## src/rtl/apb_manager_arbiter.sv

```systemverilog
`timescale 1ns/1ps
// ----------------------------------------------------------------------------
// apb_manager_arbiter
// Single-manager APB controller shared by ReqNum local requesters through a
// round-robin arbiter. One request is accepted at a time. The target
// peripheral is decoded from the address. The controller then runs the APB
// SETUP and ACCESS phases and returns read data and error status to the
// requester that owns the transfer.
//
// Ports
//   clk, reset       : clock, synchronous active-high reset
//   reqValid/reqReady: per-requester request handshake (reqReady = grant pulse)
//   reqAddr/reqWrite/reqWData/reqStrb/reqProt : packed per-lane payloads
//   rspValid         : one-hot response pulse to the owning requester
//   rspRData/rspError: response payload, valid with rspValid
//   addr/prot/selectors/enable/write/wData/strb : APB manager outputs
//   ready/rData/subError : APB completer inputs
// ----------------------------------------------------------------------------
module apb_manager_arbiter #(
  parameter int AddrWidth     = 32,
  parameter int DataWidth     = 32,
  parameter int PrphNum       = 4,
  parameter int ReqNum        = 2,
  parameter int PrphAddrLsb   = 12,
  parameter int TimeoutCycles = 16
) (
  input  logic                          clk,
  input  logic                          reset,
  input  logic [ReqNum-1:0]             reqValid,
  output logic [ReqNum-1:0]             reqReady,
  input  logic [ReqNum*AddrWidth-1:0]   reqAddr,
  input  logic [ReqNum-1:0]             reqWrite,
  input  logic [ReqNum*DataWidth-1:0]   reqWData,
  input  logic [ReqNum*DataWidth/8-1:0] reqStrb,
  input  logic [ReqNum*4-1:0]           reqProt,
  output logic [ReqNum-1:0]             rspValid,
  output logic [DataWidth-1:0]          rspRData,
  output logic                          rspError,
  output logic [AddrWidth-1:0]          addr,
  output logic [3:0]                    prot,
  output logic [PrphNum-1:0]            selectors,
  output logic                          enable,
  output logic                          write,
  output logic [DataWidth-1:0]          wData,
  output logic [DataWidth/8-1:0]        strb,
  input  logic                          ready,
  input  logic [DataWidth-1:0]          rData,
  input  logic                          subError
);

  localparam int StrbWidth = DataWidth / 8;
  localparam int IdxW      = (PrphNum > 1) ? $clog2(PrphNum) : 1;
  localparam int IdxW1     = IdxW + 1;
  localparam int PtrW      = (ReqNum > 1) ? $clog2(ReqNum) : 1;
  localparam int TcntW     = (TimeoutCycles > 0) ? $clog2(TimeoutCycles + 1) : 1;

  localparam logic [IdxW:0]    PrphNumL = IdxW1'(PrphNum);
  localparam logic [TcntW-1:0] TcntMax  = TcntW'(TimeoutCycles);
  // Pointer starts at the last lane so requester 0 wins the first arbitration.
  localparam logic [PtrW-1:0]  PtrReset = PtrW'(ReqNum - 1);

  typedef enum logic [1:0] {
    ST_IDLE   = 2'd0,
    ST_SETUP  = 2'd1,
    ST_ACCESS = 2'd2
  } state_t;

  state_t                r_state;
  state_t                w_state_next;
  logic [PtrW-1:0]       r_last;
  logic [PtrW-1:0]       r_owner;
  logic [AddrWidth-1:0]  r_addr;
  logic [3:0]            r_prot;
  logic                  r_write;
  logic [DataWidth-1:0]  r_wdata;
  logic [StrbWidth-1:0]  r_strb;
  logic [PrphNum-1:0]    r_sel;
  logic [TcntW-1:0]      r_tcnt;
  logic [ReqNum-1:0]     r_rsp_valid;
  logic [DataWidth-1:0]  r_rsp_rdata;
  logic                  r_rsp_error;

  logic [AddrWidth-1:0]  w_lane_addr  [ReqNum];
  logic [DataWidth-1:0]  w_lane_wdata [ReqNum];
  logic [StrbWidth-1:0]  w_lane_strb  [ReqNum];
  logic [3:0]            w_lane_prot  [ReqNum];

  logic                  w_grant_any;
  logic [PtrW-1:0]       w_grant_idx;
  int                    w_cand;
  logic [PtrW-1:0]       w_cand_idx;
  logic [AddrWidth-1:0]  w_g_addr;
  logic [IdxW-1:0]       w_idx;
  logic                  w_dec_err;
  logic [PrphNum-1:0]    w_sel_onehot;
  logic                  w_timeout;

  genvar gi;
  generate
    for (gi = 0; gi < ReqNum; gi++) begin : g_lane
      assign w_lane_addr[gi]  = reqAddr[gi*AddrWidth +: AddrWidth];
      assign w_lane_wdata[gi] = reqWData[gi*DataWidth +: DataWidth];
      assign w_lane_strb[gi]  = reqStrb[gi*StrbWidth +: StrbWidth];
      assign w_lane_prot[gi]  = reqProt[gi*4 +: 4];
    end
    for (gi = 0; gi < PrphNum; gi++) begin : g_sel
      assign w_sel_onehot[gi] = (w_idx == IdxW'(gi));
    end
  endgenerate

  // Round-robin search: first valid lane at or after r_last+1 (mod ReqNum).
  always_comb begin
    w_grant_any = 1'b0;
    w_grant_idx = '0;
    w_cand      = 0;
    w_cand_idx  = '0;
    for (int k = 0; k < ReqNum; k++) begin
      w_cand     = (int'(r_last) + 1 + k) % ReqNum;
      w_cand_idx = w_cand[PtrW-1:0];
      if (!w_grant_any && reqValid[w_cand_idx]) begin
        w_grant_any = 1'b1;
        w_grant_idx = w_cand_idx;
      end
    end
  end

  assign w_g_addr  = w_lane_addr[w_grant_idx];
  assign w_idx     = w_g_addr[PrphAddrLsb +: IdxW];
  assign w_dec_err = ({1'b0, w_idx} >= PrphNumL);

  // r_tcnt holds the number of the current ACCESS cycle (1-based).
  assign w_timeout = (TimeoutCycles > 0) && (r_tcnt == TcntMax);

  always_comb begin
    reqReady = '0;
    if (!reset && (r_state == ST_IDLE) && w_grant_any) begin
      reqReady[w_grant_idx] = 1'b1;
    end
  end

  always_comb begin
    w_state_next = r_state;
    case (r_state)
      ST_IDLE: begin
        // Out-of-range peripheral: grant and answer with an error, no APB cycle.
        if (w_grant_any && !w_dec_err) begin
          w_state_next = ST_SETUP;
        end
      end
      ST_SETUP:  w_state_next = ST_ACCESS;
      ST_ACCESS: begin
        // ready takes precedence over an expiring timeout.
        if (ready || w_timeout) begin
          w_state_next = ST_IDLE;
        end
      end
      default:   w_state_next = ST_IDLE;
    endcase
  end

  always_ff @(posedge clk) begin
    if (reset) begin
      r_state     <= ST_IDLE;
      r_last      <= PtrReset;
      r_owner     <= '0;
      r_addr      <= '0;
      r_prot      <= '0;
      r_write     <= 1'b0;
      r_wdata     <= '0;
      r_strb      <= '0;
      r_sel       <= '0;
      r_tcnt      <= '0;
      r_rsp_valid <= '0;
      r_rsp_rdata <= '0;
      r_rsp_error <= 1'b0;
    end else begin
      r_state     <= w_state_next;
      r_rsp_valid <= '0;
      r_rsp_rdata <= '0;
      r_rsp_error <= 1'b0;
      case (r_state)
        ST_IDLE: begin
          if (w_grant_any) begin
            r_last  <= w_grant_idx;
            r_owner <= w_grant_idx;
            r_addr  <= w_g_addr;
            r_prot  <= w_lane_prot[w_grant_idx];
            r_write <= reqWrite[w_grant_idx];
            // Reads drive zero write data and strobes on the bus.
            r_wdata <= reqWrite[w_grant_idx] ? w_lane_wdata[w_grant_idx] : '0;
            r_strb  <= reqWrite[w_grant_idx] ? w_lane_strb[w_grant_idx] : '0;
            r_sel   <= w_sel_onehot;
            if (w_dec_err) begin
              r_rsp_valid[w_grant_idx] <= 1'b1;
              r_rsp_error              <= 1'b1;
            end
          end
        end
        ST_SETUP: begin
          r_tcnt <= TcntW'(1);
        end
        ST_ACCESS: begin
          if (ready) begin
            r_rsp_valid[r_owner] <= 1'b1;
            r_rsp_rdata          <= r_write ? '0 : rData;
            r_rsp_error          <= subError;
          end else if (w_timeout) begin
            r_rsp_valid[r_owner] <= 1'b1;
            r_rsp_error          <= 1'b1;
          end else begin
            r_tcnt <= r_tcnt + TcntW'(1);
          end
        end
        default: ;
      endcase
    end
  end

  assign selectors = (r_state != ST_IDLE) ? r_sel : '0;
  assign enable    = (r_state == ST_ACCESS);
  assign addr      = r_addr;
  assign prot      = r_prot;
  assign write     = r_write;
  assign wData     = r_wdata;
  assign strb      = r_strb;
  assign rspValid  = r_rsp_valid;
  assign rspRData  = r_rsp_rdata;
  assign rspError  = r_rsp_error;

endmodule

```

## config.mk

```make
export PLATFORM = sky130hd
export DESIGN_NAME = apb_manager_arbiter
export DESIGN_NICKNAME = d
export VERILOG_FILES = /design/src/rtl/apb_manager_arbiter.sv
export SDC_FILE = /design/constraint.sdc
export NUM_CORES = 1
export LEC_CHECK = 0
export CAP_MARGIN = 30
export CORE_AREA = 2 2 129 131
export CTS_CLUSTER_SIZE = 25
export DETAILED_ROUTE_END_ITERATION = 8
export DIE_AREA = 0 0 131 133
export PLACE_DENSITY_LB_ADDON = 0.1
export SETUP_SLACK_MARGIN = 0.05
export SKIP_LAST_GASP = 1
export SLEW_MARGIN = 20
export SYNTH_ARGS = -nofsm -noshare
export SYNTH_HDL_FRONTEND = slang
export SYNTH_SLANG_ARGS = --single-unit
```

## constraint.sdc

```tcl
create_clock -name clk -period 2 [get_ports clk]
set_input_delay 0.3 -clock clk [delete_from_list [all_inputs] [get_ports clk]]
set_output_delay 0.3 -clock clk [all_outputs]
set_load 0.05 [all_outputs]
```

==> results.txt <==
outcome = finished clean
detailed-route wire length = 15,700 um
clock tree root driver cell = clkbuf_16
Avg WL per Cell = 14.8 um
Die Span Y = 133 um
maximum clock skew at final layout = 0.00624 ns
RSZ-0062 raised after global routing = no
dominant cell type by area after synthesis = dfxtp_1
number of cells in the design after placement = 1,031
Clock Sinks = 121
clock-pin slew reported for the worst setup and hold paths after clock tree synthesis = 0.05 ns
number of inserted filler cells in the final layout = 1,433
max-slew violation total from the final report = 0
cell types with the largest area share after synthesis = dfxtp_1 (51%), mux2i_1 (8.0%), nand2_1 (6.3%)
average cell area after synthesis = 8.95 sq um
Post-Place Setup Slack = -0.0282 ns
port buffer count = 298
instance area after placement = 8160 sq um
endpoint type of the worst setup path = output port
cell-by-cell trace of the critical path = clkdlybuf4s50_1
number of nets produced by synthesis = 721
portion of the post-synthesis area used by sequential elements = 50.9%
Worst-Skew Late Latency = 0.41 ns
asr flop ratio synth = 0%
delay-heaviest family, CP = buffers and inverters
library cell contributing the largest single delay on the critical path = clkdlybuf4s50_1
Post-Layout Inst Area = 8790 sq um
fmax = 0.530 GHz
depth of the CTS H-tree = 4
Syn Std Cell Area = 4760 sq um
number of enable flip-flop cells after synthesis = 0
# nets final = 1,021
Max Cap Violations = 0
Synth-to-Final Area Change = 84.7%
start-to-end type of the worst setup path = register to output port
global-route wire length before repair = 24,500 um
combined global-route utilization of all metal layers = 18.1%
final-report hold violation count = 0
via count of the routed design = 4,889
initial standard-cell utilization of the core = 29.4%
critical path's largest stage delay = 0.82 ns
most instantiated cells after synthesis = dfxtp_1 (121), nand2_1 (80), o21ai_0 (46), nand3_1 (39), mux2i_1 (38)
total die area = 17,400 sq um
total of flip-flops plus latches after synthesis = 121
die boundary width = 131 um
ratio of cells with drive above 1 in the final layout = 8.65%
1st-pass router iterations = 4
number of different library cells in the post-synthesis netlist = 38
number of antenna violations at the first check in global routing = 1
worst slew slack as a fraction of its limit = 62.1%
Critical Path Start Type = register
critical path required time = 1.70 ns
number of ports placed on the die boundary = 299
largest net degree at the start of global routing = 47
most common flop cell mapped by yosys = dfxtp_1
antenna-violating nets left = 0
Post-Layout Cell Count = 1,065
Congestion Overflow GR = 0
top cell type's share of synthesized area = 50.9%
power density over the cells = 905 nW/um^2
number of endpoints failing setup at the final stage = 0
flip-flop and latch area = 2420 sq um
cell row count = 47
Std-Cell Core Area = 16,200 sq um
worst path bufs/invs = 1
total DRC errors in the routed layout = 0
cells after synthesis = 532
most repeated cell in the gate-level netlist after synthesis = dfxtp_1
TritonCTS clock tree = yes
Avg Vias per Cell = 4.59
synthesis warning total = 0
leakage power = 3.51 nW
data arrival time of the critical path = 1.59 ns
slew of the pin with the lowest slew margin = 0.566 ns
worst hold slack across all endpoints = 0.444 ns
CTS Hold Bufs = 0
area occupied by multi-input gates = 2170 sq um
starting DRC count in detailed routing = 163
share of the cycle needed by the critical path after routing = 94.3%
routability congestion estimate = 0.769
worst min-delay path class = input pin to register
number of CTS-inserted buffers = 17
largest fanout of any net on the critical path = 2
highest ir drop seen on vdd = 0.000684 V
number of buffers on the longest clock path = 2
share of the core filled with cells = 54.4%
worst setup slack after layout = 0.114 ns
detailed-placement wirelength estimate = 11,900 um
vias in the first global route = 4,824
clock period minus final worst setup slack = 1.89 ns
==> state kept, by name, summed over array words and instances (netlist names), 2 cells and up <==
signal    flops
addr         32
rspRData     32
wData        32
r_tcnt        5
prot          4
r_sel         4
strb          4
r_state       2
rspValid      2
==> metrics by stage <==
| stage | setup TNS [ns] | power [mW] |
|---|---|---|
| final | 0 | 7.95 |
| after global routing | 0 | 8.31 |
| after CTS | 0 | 8.05 |
| after global placement | 0 | 4.93 |
| after detailed placement | -0.0282 | 4.96 |
| after floorplan | 0 | 3.96 |
==> cells in the final DEF, fill, tap and decap left out, types with 3 or more instances in the layout <==
master | synthesis | final
o21ai_1 | 31 | 30
clkdlybuf4s50_1 | 0 | 288
clkbuf_1 | 16 | 3
mux2i_1 | 38 | 38
nand3_1 | 39 | 39
dfxtp_1 | 121 | 121
a31oi_1 | 35 | 35
buf_12 | 0 | 12
and2_1 | 33 | 33
inv_1 | 9 | 8
nand2_1 | 80 | 80
buf_4 | 5 | 20
nor2_1 | 13 | 13
clkinvlp_4 | 0 | 3
o21ai_0 | 46 | 46
clkbuf_8 | 0 | 5
nor2b_1 | 6 | 4
a21oi_1 | 9 | 9
clkbuf_16 | 0 | 17
ha_1 | 5 | 4
==> cells by family after synthesis <==
| group | synth area share [%] |
|---|---|
| AND/OR/NAND/NOR | 18.9 |
| multiplexers | 7.99 |
| AO/OA/AOI/OAI | 15.9 |
| adder cells (fa/ha/maj) | 1.31 |
| flip-flops | 50.9 |
| buffers and inverters | 4.99 |
==> report_power, final <==
group | total, mW | switching (mW) | leakage, nW | internal, mW
Clock | 3.03 | 1.04 | 0.282 | 1.99
Combinational | 2.21 | 1.26 | 2.24 | 0.947
Sequential | 2.72 | 0.104 | 0.989 | 2.62
==> layout make-up <==
type                    instances  area share, %
inverters                       9          0.384
multi-input cells             361           24.7
flip-flops and latches        121           27.6
clock buffers                  25           5.75
well taps                     220           3.13
diodes                          1         0.0285
repair buffers                322           37.5
clock inverters                 6          0.996
==> routing by layer <==
layer  up-vias  global-route usage [%]  wire length, um
met2       186                    30.5             7950
met3        18                    7.12             1420
met1      2238                    20.1             6070
li1       2447                       -                -
met5         -                       0                0
met4         0                    7.74              297
==> repair_timing <==
action | 4_1_cts | 5_1_grt
pin swaps | 0 | 1
setup buffers | 0 | 2
resized for setup | 4 | 2
endpoints found under the setup margin | 7 | 3
==> final timing paths <==
path                    from            to  slack (ns)  cells past startpoint
setup / recovery   wData[14]     wData[14]        0.11                      1
hold / removal      subError      rspError        0.44                      3
hold reg to reg      r_owner   rspValid[0]        0.44                      1
setup reg to reg  r_state[0]  rspRData[13]        0.31                      6
(Power assumes the default switching activity.)
